[src/rtl/bus_cycle_master.sv]
// 8088-style bus-cycle master: one request at a time, T1-T2-T3-(TW)*-T4 sequencing.
// Optional wait-state timeout is enabled by defining BUS_CYCLE_MASTER_WAIT_TIMEOUT_EN.
module bus_cycle_master #(
    parameter int ADDR_WIDTH = 20,
    parameter int DATA_WIDTH = 8,
    parameter int MAX_WAIT   = 15
) (
    input  logic                  CLK,
    input  logic                  RESET,
    input  logic                  req_valid,
    output logic                  req_ready,
    input  logic                  req_write,
    input  logic                  req_io,
    input  logic [ADDR_WIDTH-1:0] req_addr,
    input  logic [DATA_WIDTH-1:0] req_wdata,
    output logic                  rsp_valid,
    output logic [DATA_WIDTH-1:0] rsp_rdata,
    output logic                  rsp_err,
    output logic                  ALE,
    output logic                  RD,
    output logic                  WR,
    output logic                  IOM,
    output logic [ADDR_WIDTH-1:0] Address,
    output logic [DATA_WIDTH-1:0] AD_OUT,
    output logic                  AD_OE,
    input  logic [DATA_WIDTH-1:0] AD_IN,
    input  logic                  READY
);

    // state | meaning
    // IDLE  | ready for a command
    // T1    | address phase, ALE high
    // T2    | strobe asserted, data bus turned around
    // T3    | strobe held, READY sampled
    // TW    | wait state, READY sampled each cycle
    // T4    | strobe released, response pulse
    typedef enum logic [2:0] {S_IDLE, S_T1, S_T2, S_T3, S_TW, S_T4} state_t;

    state_t                  state, state_nx;
    logic                    write_q, io_q;
    logic [ADDR_WIDTH-1:0]   addr_q;
    logic [DATA_WIDTH-1:0]   wdata_q, rdata_q;
    logic                    timeout_hit;

`ifdef BUS_CYCLE_MASTER_WAIT_TIMEOUT_EN
    localparam int WCW = $clog2(MAX_WAIT + 1);
    logic [WCW-1:0] wait_cnt;
    logic           err_q;

    assign timeout_hit = (state == S_TW) && !READY && (wait_cnt == WCW'(MAX_WAIT));
    assign rsp_err     = err_q;
`else
    assign timeout_hit = 1'b0;
    assign rsp_err     = 1'b0;
`endif

    assign Address   = addr_q;
    assign IOM       = io_q;
    assign rsp_rdata = rdata_q;

    always_comb begin
        state_nx  = state;
        req_ready = 1'b0;
        rsp_valid = 1'b0;
        ALE       = 1'b0;
        RD        = 1'b1;
        WR        = 1'b1;
        AD_OE     = 1'b0;
        AD_OUT    = '0;
        case (state)
            S_IDLE: begin
                req_ready = 1'b1;
                if (req_valid) state_nx = S_T1;
            end
            S_T1: begin
                ALE      = 1'b1;
                AD_OE    = 1'b1;
                AD_OUT   = addr_q[DATA_WIDTH-1:0];
                state_nx = S_T2;
            end
            S_T2, S_T3, S_TW: begin
                RD    = write_q;
                WR    = !write_q;
                AD_OE = write_q;
                if (write_q) AD_OUT = wdata_q;
                if (state == S_T2)                 state_nx = S_T3;
                else if (READY || timeout_hit)     state_nx = S_T4;
                else                               state_nx = S_TW;
            end
            S_T4: begin
                rsp_valid = 1'b1;
                state_nx  = S_IDLE;
            end
            default: state_nx = S_IDLE;
        endcase
    end

    always_ff @(posedge CLK) begin
        if (!RESET) begin
            state   <= S_IDLE;
            write_q <= 1'b0;
            io_q    <= 1'b0;
            addr_q  <= '0;
            wdata_q <= '0;
            rdata_q <= '0;
`ifdef BUS_CYCLE_MASTER_WAIT_TIMEOUT_EN
            wait_cnt <= '0;
            err_q    <= 1'b0;
`endif
        end else begin
            state <= state_nx;
            if (state == S_IDLE && req_valid) begin
                write_q <= req_write;
                io_q    <= req_io;
                addr_q  <= req_addr;
                wdata_q <= req_wdata;
                rdata_q <= '0;
`ifdef BUS_CYCLE_MASTER_WAIT_TIMEOUT_EN
                err_q   <= 1'b0;
`endif
            end
            if ((state == S_T3 || state == S_TW) && READY && !write_q)
                rdata_q <= AD_IN;
`ifdef BUS_CYCLE_MASTER_WAIT_TIMEOUT_EN
            // Counter saturates at MAX_WAIT; reaching it with READY still low aborts.
            if (state == S_T3 && !READY)
                wait_cnt <= WCW'(1);
            else if (state == S_TW && !READY && wait_cnt != WCW'(MAX_WAIT))
                wait_cnt <= wait_cnt + WCW'(1);
            if (timeout_hit)
                err_q <= 1'b1;
`endif
        end
    end

endmodule

[config.mk]
export PLATFORM = sky130hd
export DESIGN_NAME = bus_cycle_master
export DESIGN_NICKNAME = d
export VERILOG_FILES = /design/src/rtl/bus_cycle_master.sv
export SDC_FILE = /design/constraint.sdc
export NUM_CORES = 1
export LEC_CHECK = 0
export BUFFER_PORTS_ARGS = -buffer_cell sky130_fd_sc_hd__buf_4
export CORE_ASPECT_RATIO = 0.9
export CORE_MARGIN = 2
export CORE_UTILIZATION = 41
export DETAILED_ROUTE_END_ITERATION = 6
export GPL_TIMING_DRIVEN = 0
export PLACE_DENSITY = 0.75
export SLEW_MARGIN = 10
export SYNTH_ARGS = -nofsm -noshare
export SYNTH_HDL_FRONTEND = slang
export SYNTH_SLANG_ARGS = --single-unit
[constraint.sdc]
create_clock -name CLK -period 1.4 [get_ports CLK]
set_input_delay 0.21 -clock CLK [delete_from_list [all_inputs] [get_ports CLK]]
set_output_delay 0.21 -clock CLK [all_outputs]
set_load 0.02 [all_outputs]
* Word-level counts from Yosys, hierarchy flattened
Cells that the tools add are included.
** Storage, ports and cells
- Bits in registers :: 41
- Input port bits :: 42
- Output and inout port bits :: 44
- Word-level logic and storage cells :: 34
** Cells by class
- Equal/unequal tests :: 6
- Multiplexer cells :: 14
- Reduce and logical (&&, ||, !) cells :: 8
** Operators with widths (count)
- $mux 8 :: 3
- $pmux 8 s2 :: 1
- $pmux 3 s3 :: 1
- $eq 3x2->1 const B :: 2
- $eq 3x3->1 const B :: 2
- $mux 1 :: 6
- $mux 3 :: 2
- $eq 3x1->1 const B :: 1
- $logic_and 1x1->1 :: 3
- $logic_not 3->1 :: 1
- $reduce_or 3->1 :: 1
- $ne 2x2->1 const B :: 1
- $pmux 1 s2 :: 1
- $reduce_bool 2->1 :: 1
- $logic_not 1->1 :: 1
- $logic_or 1x1->1 :: 1

* Longest topological paths before layout
Gate-level depths: netlist of the first run.
- Depth after elaboration :: 5
- Gate-level depth with buffers :: 6
- Gate-level depth less buffers :: 3

* Worst setup path before layout of the first run
Ideal clock, no wire load.
- Path type :: register -> output
- From :: register state[0]
- To :: output AD_OUT[0]
- Arrival :: 1.415 ns
- Required time :: 1.190 ns
- Path slack :: -0.225 ns
- Cell stages (with the launch flop) :: 4
- Path buffers :: 1
- Cells stage by stage :: dfxtp_1 buf_2 nor3b_2 a22o_1
** On the way
- Word-level cells in the longest chain between the ends :: 3
- Elaborated cells on any way between the ends :: 6
- Those cells by class :: 4 x eq/ne; 1 x mux; 1 x reduce/logical
** RTL lines
- start, declared :: RTL line 39 : state_t state, state_nx;
- start signal, assigned :: RTL line 111 : state <= state_nx;
- $eq 3x2->1 or $eq 3x3->1 (tied branches) :: RTL line 70 : case (state)
- $reduce_or 3->1 :: RTL line 70
- $pmux 8 s2 * :: RTL line 70
- end, declared :: RTL line 24 : output logic [DATA_WIDTH-1:0] AD_OUT,
Every way passes the cells marked *; elsewhere a longest branch is shown, timed or not.

* Worst setup path after layout of the first run
- From :: register state[2]
- To :: output AD_OUT[3]
Same word-level chain as after synthesis.

==> results of run 1 <==
[logic make-up (layout without fill, tap and decap cells)]
| logic type | after synthesis | after routing |
|---|---|---|
| compound gates | 45 | 45 |
| mux | 8 | 8 |
| buf+inv | 18 | 134 |
| other cells | 1 | 1 |
| flops | 41 | 41 |
| simple gates | 90 | 90 |
| xor+xnor | 1 | 1 |
[tightest hold or removal path, delay by kind of cell]
kind                   cells  cell delay [ns]
buffers and inverters      1             0.11
AND/OR/NAND/NOR            1             0.04
AO/OA/AOI/OAI              1             0.05
[how the worst max path moves through the flow]
stage / from / end / slack (ns) / cells after the start
after floorplan: state[2]$_SDFFE_PN0P_ / AD_OUT[0] / -0.02 / 3
after global placement: state[2]$_SDFFE_PN0P_ / AD_OUT[7] / -0.17 / 6
after detailed placement: state[2]$_SDFFE_PN0P_ / AD_OUT[7] / -0.21 / 6
after CTS: state[2]$_SDFFE_PN0P_ / AD_OE / -0.37 / 6
after global routing: state[2]$_SDFFE_PN0P_ / AD_OUT[3] / -0.47 / 6
final: state[2]$_SDFFE_PN0P_ / AD_OUT[3] / -0.42 / 6
[state kept, by name, indices dropped and copies added, names as in the netlist]
signal,cells
Address,20
IOM,1
rsp_rdata,8
state,3
wdata_q,8
write_q,1
[stage by stage]
stage	setup TNS [ns]	cells	setup slack [ns]	cell area, µm²	utilization (%)
after floorplan	-0.158	204	-0.0197	1820	-
after global placement	-3.14	335	-0.174	2500	60.6
after detailed placement	-3.73	335	-0.210	2500	60.6
after CTS	-12.13	364	-0.366	2990	72.3
after global routing	-14.45	368	-0.470	3190	77.2
final	-12.46	368	-0.416	3190	77.2
[synth_stat cells (all sizes together)]
| library cell | count | area share, % |
|---|---|---|
| dfxtp | 41 | 46 |
| a21oi | 1 | 0.91 |
| conb | 1 | 0.21 |
| or4b | 1 | 0.77 |
| mux2i | 8 | 4.5 |
| xnor2 | 1 | 0.49 |
| a21boi | 32 | 13 |
| nand3 | 8 | 2.2 |
| o21a | 1 | 0.42 |
| nand2 | 70 | 15 |
| clkbuf | 5 | 1.0 |
| or2 | 1 | 0.35 |
| nor3b | 3 | 1.5 |
| nand3b | 1 | 0.42 |
| and3b | 1 | 0.49 |
| a21o | 1 | 0.42 |
| or3b | 1 | 0.63 |
| buf | 12 | 4.9 |
| nor2b | 1 | 0.35 |
| nor4b | 1 | 0.84 |
| a22o | 8 | 3.9 |
| nand2b | 1 | 0.35 |
| nor3 | 1 | 0.28 |
| inv | 1 | 0.21 |
| o21bai | 2 | 0.84 |
[cell type report]
class | instances | area, µm²
plain buffers | 17 | 174
clock buffers | 8 | 80.1
fillers | 285 | 941
inverters | 1 | 3.75
multi-input cells | 145 | 1050
flip-flops and latches | 41 | 825
well taps | 48 | 60.1
repair buffers | 108 | 996
[metal layers]
| layer | up-vias | track usage [%] |
|---|---|---|
| li1 | 906 | - |
| met1 | 868 | 25.8 |
| met2 | 80 | 39.5 |
| met3 | 3 | 7.11 |
| met4 | 0 | 5.45 |
| met5 | - | 0 |
[power breakdown]
part,leakage [µW],total (µW),internal (µW),switching [µW]
registers,0.000336,1370,1280,88.8
logic,0.00104,1560,857,702
clock network,0.0000395,763,355,408
total,0.00141,3690,2490,1200
[what timing repair did]
item,in CTS,in global routing
gates resized for setup,63,44
endpoints found under the setup margin,42,53
gates cloned,3,1
pin swaps,50,17
buffers inserted,18,4
==> run summary, run 1 <==
The synthesized-area fraction occupied by xor and xnor cells is 0.489%. STA classifies the critical path startpoint as a register. The number of levels the H-tree was split into came out at 2.

The total of hold buffers inserted after clock tree synthesis is 0. The leakage power total came out at 0.00141 µW. The initial antenna violation count came out at 0. For this run, the post-layout net count is 361. The floorplan has 22 rows. The total power consumption of the routed design is 3690 µW. The met1 wire length is 2170 µm.

Dividing total power by cell area gives a power density of 1160 nW/µm². The mux cell area share after synthesis came out at 4.47%. The unique cell type count in the Yosys netlist came out at 29. Setup repair after global routing could not meet its margin everywhere. The routed design has 5520 µm of wire. The cell sitting at the root of the clock tree is a sky130_fd_sc_hd__clkbuf_8.

Across the VDD grid, the largest voltage drop is 849 µV. The core footprint is 4130 µm². The worst clock skew is 0.00363 ns. After Yosys synthesis, full adders, half adders and majority gates account for 0% of the synthesized area.

The amount of wire on met3 after detailed routing is 425 µm. The setup slack of the worst register-to-register path came out at -0.29 ns. Detailed routing placed a total of 2880 µm of wire on met2. In this run the critical register-to-register path is launched from state[0]$_SDFFE_PN0P_.

For the worst setup path, the data arrival time is 1.61 ns. The checks that failed: setup timing. The antenna diode count is 0. The number of buffer and inverter instances along the worst setup path came out at 4. Setup violations remaining at the end of the flow were counted as 51. The top cell types in the final layout, fill and taps aside, are 81 x sky130_fd_sc_hd__buf_4, 40 x sky130_fd_sc_hd__nand2_1, 38 x sky130_fd_sc_hd__dfxtp_1. By startpoint and endpoint, the worst setup path is classified as register to output port. During placement, the flow inserted port buffers numbering 83. The fraction of layout cells with a size suffix above 1 is 55.6%.

The cell family contributing the most delay on the critical path is buffers and inverters. The pin count of the biggest net entering global routing came out at 12. The type of element capturing the critical path is an output port. Traced cell by cell, the critical path runs through buf_6, buf_6, nor3b_4, buf_6, a22o_1, buf_6. The combinational family with the most area after synthesis is simple AND/OR/NAND/NOR gates. The violation count after the first detailed-routing iteration is 84. The slowest cell on the critical path is sky130_fd_sc_hd__dfxtp_2. The number of global-route vias before repair came out at 1783. The number of instances on the worst hold path is 3.

The routed length per instance is 15.0 µm. The total routing usage reported by global routing came out at 22.3%. After layout, the worst setup slack is -0.416 ns. The startpoint identified for the worst hold timing path is req_addr[5].

On the final layout, the worst hold slack is 0.147 ns. Leaving out fill and tap cells, the most frequent cell in the layout is sky130_fd_sc_hd__buf_4. The area of the mapped netlist came out at 1790 µm². The first-pass GRT wire length is 8280 µm. The number of nets in the synthesized netlist is 246. For this run, design rule violations remaining after detail routing come to 0. The flow ran to the end, but the final reports show violations. The initial core utilization came out at 43.4%. The number of top-level pins came out at 86. The synthesized netlist devotes 19.9% of its cell area to compound gates. TritonCTS built the clock tree. The shortest clock period the worst path allows after layout is 1.82 ns. The share of the yosys chip area belonging to registers is 45.8%. At the later pin of the worst-skew pair, clock insertion delay measures 0.30 ns.

The relative area change from synthesis to final layout is 78.1%. The final worst-path cycle share is 130%. After global routing the overflow that remains totals 0. The maximum fanout along the worst path came out at 7.

The total count of hold-check failures in the final report came out at 0. The final weighted congestion of routability-driven global placement came out at 0.735. The data required time at the worst endpoint is 1.19 ns.

The dominant cell type by count on the critical path is sky130_fd_sc_hd__buf_6. In the routed layout, each cell is associated on average with a via count of 5.05. Counting every instance in the synthesized netlist gives 204. The HPWL after detailed placement is 3190 µm.

After detailed routing, no signal wire sits above met4. The average footprint of a synthesized cell came out at 8.78 µm². The number of cells on the worst reg-to-reg path is 8. The number of buffers on the longest clock path is 2. The number of buffers added by the clock tree synthesis step came out at 5. The delay contributed by the slowest stage of the critical path is 0.33 ns.

The count of yosys warnings during synthesis came out at 0. Counting every sink on the clock net gives 41. The flip-flop and latch count after synthesis is 41. The routed layout has 1857 vias. The tool flagged a number of max-cap violations equal to 0. The vertical extent of the die came out at 66.7 µm. Summing the areas of all and, or, nand and nor instances in the mapped netlist gives 22.9% of the synthesized area. The max-slew violation count came out at 0.

The endpoint of the worst hold-timing path is Address[5]$_SDFFE_PN0P_. The worst register-to-register path ends at wdata_q[1]$_SDFFE_PN0P_. The first-pass detailed-route iteration total is 5. In this run the horizontal extent of the chip is 73.7 µm.

The floorplan die area came out at 4910 µm². The min-delay analysis places its worst path in the category primary input to register. After clock tree synthesis, the clock-pin slew on the worst setup and hold paths is 0.08 ns. Derived from the worst setup path, the maximum achievable clock frequency is 551 MHz. The count of nets left with antenna violations after detail routing is 0.
Power figures use the tool's default switching activity.
==> inputs of run 2 (changes only) <==
--- a/config.mk
+++ b/config.mk
@@ -8,10 +8,10 @@
 export BUFFER_PORTS_ARGS = -buffer_cell sky130_fd_sc_hd__buf_4
 export CORE_ASPECT_RATIO = 0.9
 export CORE_MARGIN = 2
-export CORE_UTILIZATION = 41
+export CORE_UTILIZATION = 45
 export DETAILED_ROUTE_END_ITERATION = 6
 export GPL_TIMING_DRIVEN = 0
-export PLACE_DENSITY = 0.75
+export PLACE_DENSITY = 0.78
 export SLEW_MARGIN = 10
 export SYNTH_ARGS = -nofsm -noshare
 export SYNTH_HDL_FRONTEND = slang
==> constraint.sdc (replaced) <==
create_clock -name CLK -period 1.8 [get_ports CLK]
set_input_delay 0.27 -clock CLK [delete_from_list [all_inputs] [get_ports CLK]]
set_output_delay 0.27 -clock CLK [all_outputs]
set_load 0.02 [all_outputs]
==> run 2 against run 1 <==
Effect of this change:
- the flow still finishes with violations (setup timing)
- sequential share of layout area rose by 3.8 points
- worst hold slack better by 0.065 ns
- non-clock buffer count down 14
- clock power is 0.5% higher
- critical endpoint is now AD_OUT[6]
- first-iteration DRC count fell by 25%
==> run summary, run 2 (synthesis gave the netlist of run 1 again) <==
The initial utilization of the core area, before any placement, comes to 47.7%. The initial antenna violation count came out at 0. For the worst setup path, the data arrival time is 1.62 ns. The data required time at the worst endpoint is 1.53 ns. The worst clock skew is 0.00862 ns.

The first-pass detailed-route iteration total is 4. The antenna diode count is 0. The flip-flop count of the largest register after layout came out at 20.

Across the VDD grid, the largest voltage drop is 536 µV. The type of element capturing the critical path is an output port. CTS saw 41 sinks. The fmax is 529 MHz. The first global-routing pass estimated 8260 µm of wire. The tree is rooted in a sky130_fd_sc_hd__clkbuf_8. The shortest clock period the worst path allows after layout came out at 1.89 ns. STA classifies the critical path startpoint as a register. The final-report setup violation count is 9. The relative area change from synthesis to final layout came out at 55.3%.

The total of hold buffers inserted after clock tree synthesis is 0. Row generation in the floorplan step produced 21 rows. The worst slack at placement is -0.0623 ns. The minimum setup slack in the final design came out at -0.0898 ns. The total wire length after detailed routing came out at 5050 µm.

The final weighted congestion of routability-driven global placement is 0.713. TritonCTS built the clock tree. The maximum fanout along the worst path came out at 5. The total power divided by cell area is 956 nW/µm². The floorplan step defined a die boundary enclosing 4500 µm². The run finished, with violations left. The aggregate global routing overflow is 0.

The vertical extent of the die came out at 63.8 µm. The leakage power total came out at 0.00124 µW. The pin count of the biggest net entering global routing is 13. The chip width came out at 70.5 µm. Setup repair after global routing could not meet its margin everywhere.

The total number of vias came out at 1773. The number of max-cap violations is 0. The final worst-path cycle share is 105%. The core footprint came out at 3760 µm².

The library cells used most frequently in the layout, excluding fill and tap cells, are 85 x sky130_fd_sc_hd__buf_4, 70 x sky130_fd_sc_hd__nand2_1, 39 x sky130_fd_sc_hd__dfxtp_1. The quantity of I/O buffers inserted on ports came out at 83. After filler insertion, the fill cell instance count of the layout stands at 315. Global routing consumed, over all layers together, 23.7% of the routing resources. The number of global-route vias before repair came out at 1786. The violation count after the first detailed-routing iteration came out at 63. The number of buffers added by the clock tree synthesis step came out at 5. The count of nets after finishing came out at 347.

The clock insertion delay at the later pin of the skew report came out at 0.30 ns. The min-delay analysis places its worst path in the category primary input to register. The max-slew violation count came out at 0. The total power consumption of the routed design came out at 2660 µW. Clock-pin slew was measured on the worst setup and hold paths at 0.07 ns. The fraction of layout cells with a size suffix above 1 came out at 40.2%. The routed length per instance came out at 14.3 µm.

The count of nets left with antenna violations after detail routing came out at 0. The longest clock path from root to sink contains 2 buffers. The ratio of routed vias to standard cells is 5.04. The number of levels the H-tree was split into is 2. The checks that failed: setup timing. The total count of hold-check failures in the final report came out at 0. The class of the most critical setup path is register to output port. The post-detailed-route DRC marker count is 0. Once detailed placement completed, the half-perimeter wirelength came to 3310 µm. 86 I/O pins were placed. The commonest non-fill, non-tap cell in the layout is sky130_fd_sc_hd__buf_4.
-- run 2: path summary, 6_finish.rpt --
| path | slack (ns) | cells past startpoint | end | start |
|---|---|---|---|---|
| setup / recovery | -0.09 | 6 | AD_OUT[6] | state[0]$_SDFFE_PN0P_ |
| hold / removal | 0.21 | 3 | wdata_q[2]$_SDFFE_PN0P_ | req_wdata[2] |
| setup reg to reg | 0.06 | 6 | rsp_rdata[4]$_SDFFE_PN0P_ | state[2]$_SDFFE_PN0P_ |
| hold reg to reg | 0.45 | 2 | Address[12]$_SDFFE_PN0P_ | Address[12]$_SDFFE_PN0P_ |
-- run 2: stage by stage --
| step | std cells | hold WS (ns) | instance area, µm² | utilization (%) | setup TNS (ns) |
|---|---|---|---|---|---|
| 6_report | 352 | 0.212 | 2780 | 74.0 | -0.511 |
| 5_1_grt | 352 | 0.205 | 2780 | 74.0 | -1.19 |
| 4_1_cts | 349 | 0.216 | 2750 | 73.1 | -0.276 |
| 3_5_place_dp | 333 | 0.446 | 2470 | 65.8 | -0.309 |
| 3_3_place_gp | 333 | 0.441 | 2470 | 65.8 | -0.267 |
| 2_1_floorplan | 204 | 0.405 | 1790 | - | 0 |
-- run 2: timing repair --
| action | CTS | global route |
|---|---|---|
| endpoints found under the setup margin | 11 | 12 |
| gates resized for setup | 26 | 1 |
| pin swaps | 4 | 1 |
| gates cloned | 1 | 0 |
| setup buffers | 8 | 4 |
-- run 2: layout make-up --
class,count,area (µm²),area share (%)
clock inverters,1,30.0,1.08
multi-input cells,145,887,31.9
repair buffers,96,783,28.2
well taps,46,57.6,2.07
flip-flops and latches,41,826,29.7
plain buffers,15,106,3.83
clock buffers,7,86.3,3.11
inverters,1,3.75,0.135
-- run 2: critical path, cell delays in order (launching register included) --
cell and delay, ns:
sky130_fd_sc_hd__dfxtp_1 0.31, sky130_fd_sc_hd__buf_6 0.12, sky130_fd_sc_hd__nor3b_4 0.23, sky130_fd_sc_hd__o21a_1 0.22, sky130_fd_sc_hd__buf_6 0.15, sky130_fd_sc_hd__a22o_1 0.16, sky130_fd_sc_hd__buf_6 0.12
-- run 2: where the power goes --
part,internal [µW],leakage (µW),switching (µW)
sequential,993,0.000336,57.5
combinational,417,0.000848,423
clock,452,0.0000585,315
total,1860,0.00124,795
-- run 2: layer usage --
metal	share of wire, %	GRT usage, %
met2	49	39.7
met5	0	0
met4	2.6	9.86
met1	42	27.7
met3	7.3	7.73
==> inputs of run 3 (changes only) <==
--- a/config.mk
+++ b/config.mk
@@ -8,10 +8,10 @@
 export BUFFER_PORTS_ARGS = -buffer_cell sky130_fd_sc_hd__buf_4
 export CORE_ASPECT_RATIO = 0.9
 export CORE_MARGIN = 2
-export CORE_UTILIZATION = 45
+export CORE_UTILIZATION = 41
 export DETAILED_ROUTE_END_ITERATION = 6
 export GPL_TIMING_DRIVEN = 0
-export PLACE_DENSITY = 0.78
+export PLACE_DENSITY = 0.75
 export SLEW_MARGIN = 10
 export SYNTH_ARGS = -nofsm -noshare
 export SYNTH_HDL_FRONTEND = slang
==> constraint.sdc (replaced) <==
create_clock -name CLK -period 1.6 [get_ports CLK]
set_input_delay 0.24 -clock CLK [delete_from_list [all_inputs] [get_ports CLK]]
set_output_delay 0.24 -clock CLK [all_outputs]
set_load 0.02 [all_outputs]
==> run 3 against run 2 <==
Effect of this change:
- final area up 1.1%
- non-clock buffer count shrank 3
- the flow still finishes with violations (setup timing)
- critical path type unchanged
- clock skew decreased by 0.0030 ns
- sequential power grew 13%
- core utilization fell by 5.9 points
- global-route usage is 2.7 points lower
- routed wire length decreased by 6.4%
==> run summary, run 3 (synthesis gave the netlist of run 1 again) <==
The total wire length after detailed routing is 4720 µm. Clock tree synthesis inserted a total of 5 buffers. The initial core utilization came out at 43.4%. The root buffer cell chosen for the clock tree is sky130_fd_sc_hd__clkbuf_8. The clock insertion delay at the later pin of the skew report came out at 0.29 ns. For this run, the post-layout net count is 345. The number of max-cap violations is 0. The relative area change from synthesis to final layout came out at 57.0%. The core footprint is 4130 µm². The floorplan die area is 4910 µm². The run finished, with violations left.

The number of buffer and inverter instances along the worst setup path is 4. The final reports fail on setup timing. The chip width is 73.7 µm.

The critical path is of the register to output port type. The class of the worst hold path is primary input to register. The worst setup path is captured at an output port. Summing over every cut layer, the via total after detailed routing is 1708. The count of nets left with antenna violations after detail routing came out at 0.

The first-pass detailed-route iteration total is 4. STA puts the critical path data arrival time at 1.53 ns. In this run, the number of DRC markers left after iteration 0 of detailed routing was 56. The number of top-level pins is 86. Using the TritonRoute via totals, the vias-per-cell ratio works out to 4.85. The floorplan step set the die height to 66.7 µm. The worst-case IR drop observed on VDD is 667 µV. The post-place instance area came out at 2480 µm². The number of global-route vias before repair came out at 1669. Along the worst path, the maximum fanout reaches 10. The total of hold buffers inserted after clock tree synthesis came out at 0. In the final layout, the share of cells above drive strength 1 is 41.1%. The worst clock skew is 0.00562 ns.

The max-slew violation count came out at 0. The data required time at the worst endpoint came out at 1.36 ns. After legalization and detailed placement, the total HPWL measured 3200 µm.

The number of levels the H-tree was split into came out at 2. The final worst-path cycle share is 110%. The pin count of the biggest net entering global routing came out at 13. The routed length per instance is 13.4 µm.

The site row count came out at 22. TritonCTS built the clock tree. The leakage power total is 0.00124 µW.

In the layout the commonest cells are 81 x sky130_fd_sc_hd__buf_4, 70 x sky130_fd_sc_hd__nand2_1, 38 x sky130_fd_sc_hd__dfxtp_1. In this run the power density over the cells is 1030 nW/µm². The antenna diode count came out at 0. Traced cell by cell, the critical path runs through buf_6, buf_12, nor3b_4, buf_12, a22o_1, buf_6. The final-report setup violation count came out at 12. The smallest clock period supported by the final layout is computed as 1.77 ns. The fmax is 566 MHz.

The launching element type of the critical path is a register. The total routing usage reported by global routing came out at 21.0%. The final weighted congestion of routability-driven global placement came out at 0.726. The final-layout fill cell count came out at 354. For this design, the sink count on the clock tree is 41. Among cell families on the critical path, the largest total delay comes from buffers and inverters. The initial antenna violation count came out at 0.

Prior to clock tree synthesis, the placed netlist has a worst setup slack of -0.148 ns. The final core utilization came out at 68.1%. The total count of hold-check failures in the final report is 0. The first-pass GRT wire length is 7640 µm.

The register with the most flip-flops in the layout has 20 of them. Port buffering added 83 buffers. After routing the design area is 2810 µm². Among all stages on the critical path, the largest delay is contributed by sky130_fd_sc_hd__dfxtp_2. The clock-pin slew on the worst setup and hold paths is 0.08 ns. Leaving out fill and tap cells, the most frequent cell in the layout is sky130_fd_sc_hd__buf_4. The number of buffers on the longest clock path came out at 2. Setup repair after global routing could not meet its margin everywhere. In this design, the stage delay of the slowest critical-path cell is 0.33 ns. The aggregate global routing overflow is 0. The post-detailed-route DRC marker count is 0. After layout, the worst setup slack is -0.168 ns.
run 3: changes by cell type in the layout (fill, tap and decap cells not counted), sizes merged:
cell,delta
bufinv,-1
buf,-3
o21a,+1
clkinv,+1
run 3: worst paths after layout:
check / depth (start not counted) / slack (ns) / endpoint / startpoint
worst max-delay path: 6 / -0.17 / AD_OUT[4] / state[2]$_SDFFE_PN0P_
worst max register to register: 7 / 0.04 / Address[1]$_SDFFE_PN0P_ / state[1]$_SDFFE_PN0P_
worst min register to register: 2 / 0.45 / Address[8]$_SDFFE_PN0P_ / Address[8]$_SDFFE_PN0P_
worst min-delay path: 3 / 0.18 / Address[5]$_SDFFE_PN0P_ / req_addr[5]
run 3: tightest hold or removal path: stages:
cell	delay [ns]
sky130_fd_sc_hd__buf_4	0.10
sky130_fd_sc_hd__nand2_1	0.04
sky130_fd_sc_hd__a21boi_1	0.05
run 3: layout make-up:
type	instances	area, µm²	area share (%)
buffer	15	114	4.05
inverter	1	3.75	0.134
sequential	41	825	29.3
timing repair buffer	93	797	28.4
tap	48	60.1	2.14
clock buffer	7	96.3	3.43
multi-input combinational	146	910	32.4
clock inverter	1	5.00	0.178
run 3: layer usage:
layer / vias to the layer above / global-route usage, % / routed length (µm) / part of all wire [%]
li1: 875 / - / - / -
met1: 763 / 25.2 / 2160 / 46
met2: 66 / 34.3 / 2080 / 44
met3: 4 / 8.77 / 430 / 9.1
met4: 0 / 5.91 / 44 / 0.93
met5: - / 0 / 0 / 0
run 3: report_power, final:
group / internal [µW] / switching [µW]
clock network: 390 / 350
registers: 1120 / 71.7
logic: 484 / 470
run 3: through the flow:
step	setup TNS (ns)	total power, µW	instances	hold WS [ns]
detailed placement	-1.19	2010	335	0.447
global route	-3.32	3060	352	0.184
global placement	-1.18	2000	335	0.441
floorplan	0	1690	204	0.375
finish	-1.57	2880	352	0.183
CTS	-1.59	2880	348	0.178
run 3: what timing repair did:
action,4_1_cts,5_1_grt
setup buffers,6,4
cloned,1,0
resized for setup,24,10
setup endpoints to repair,12,52
pin swaps,5,4
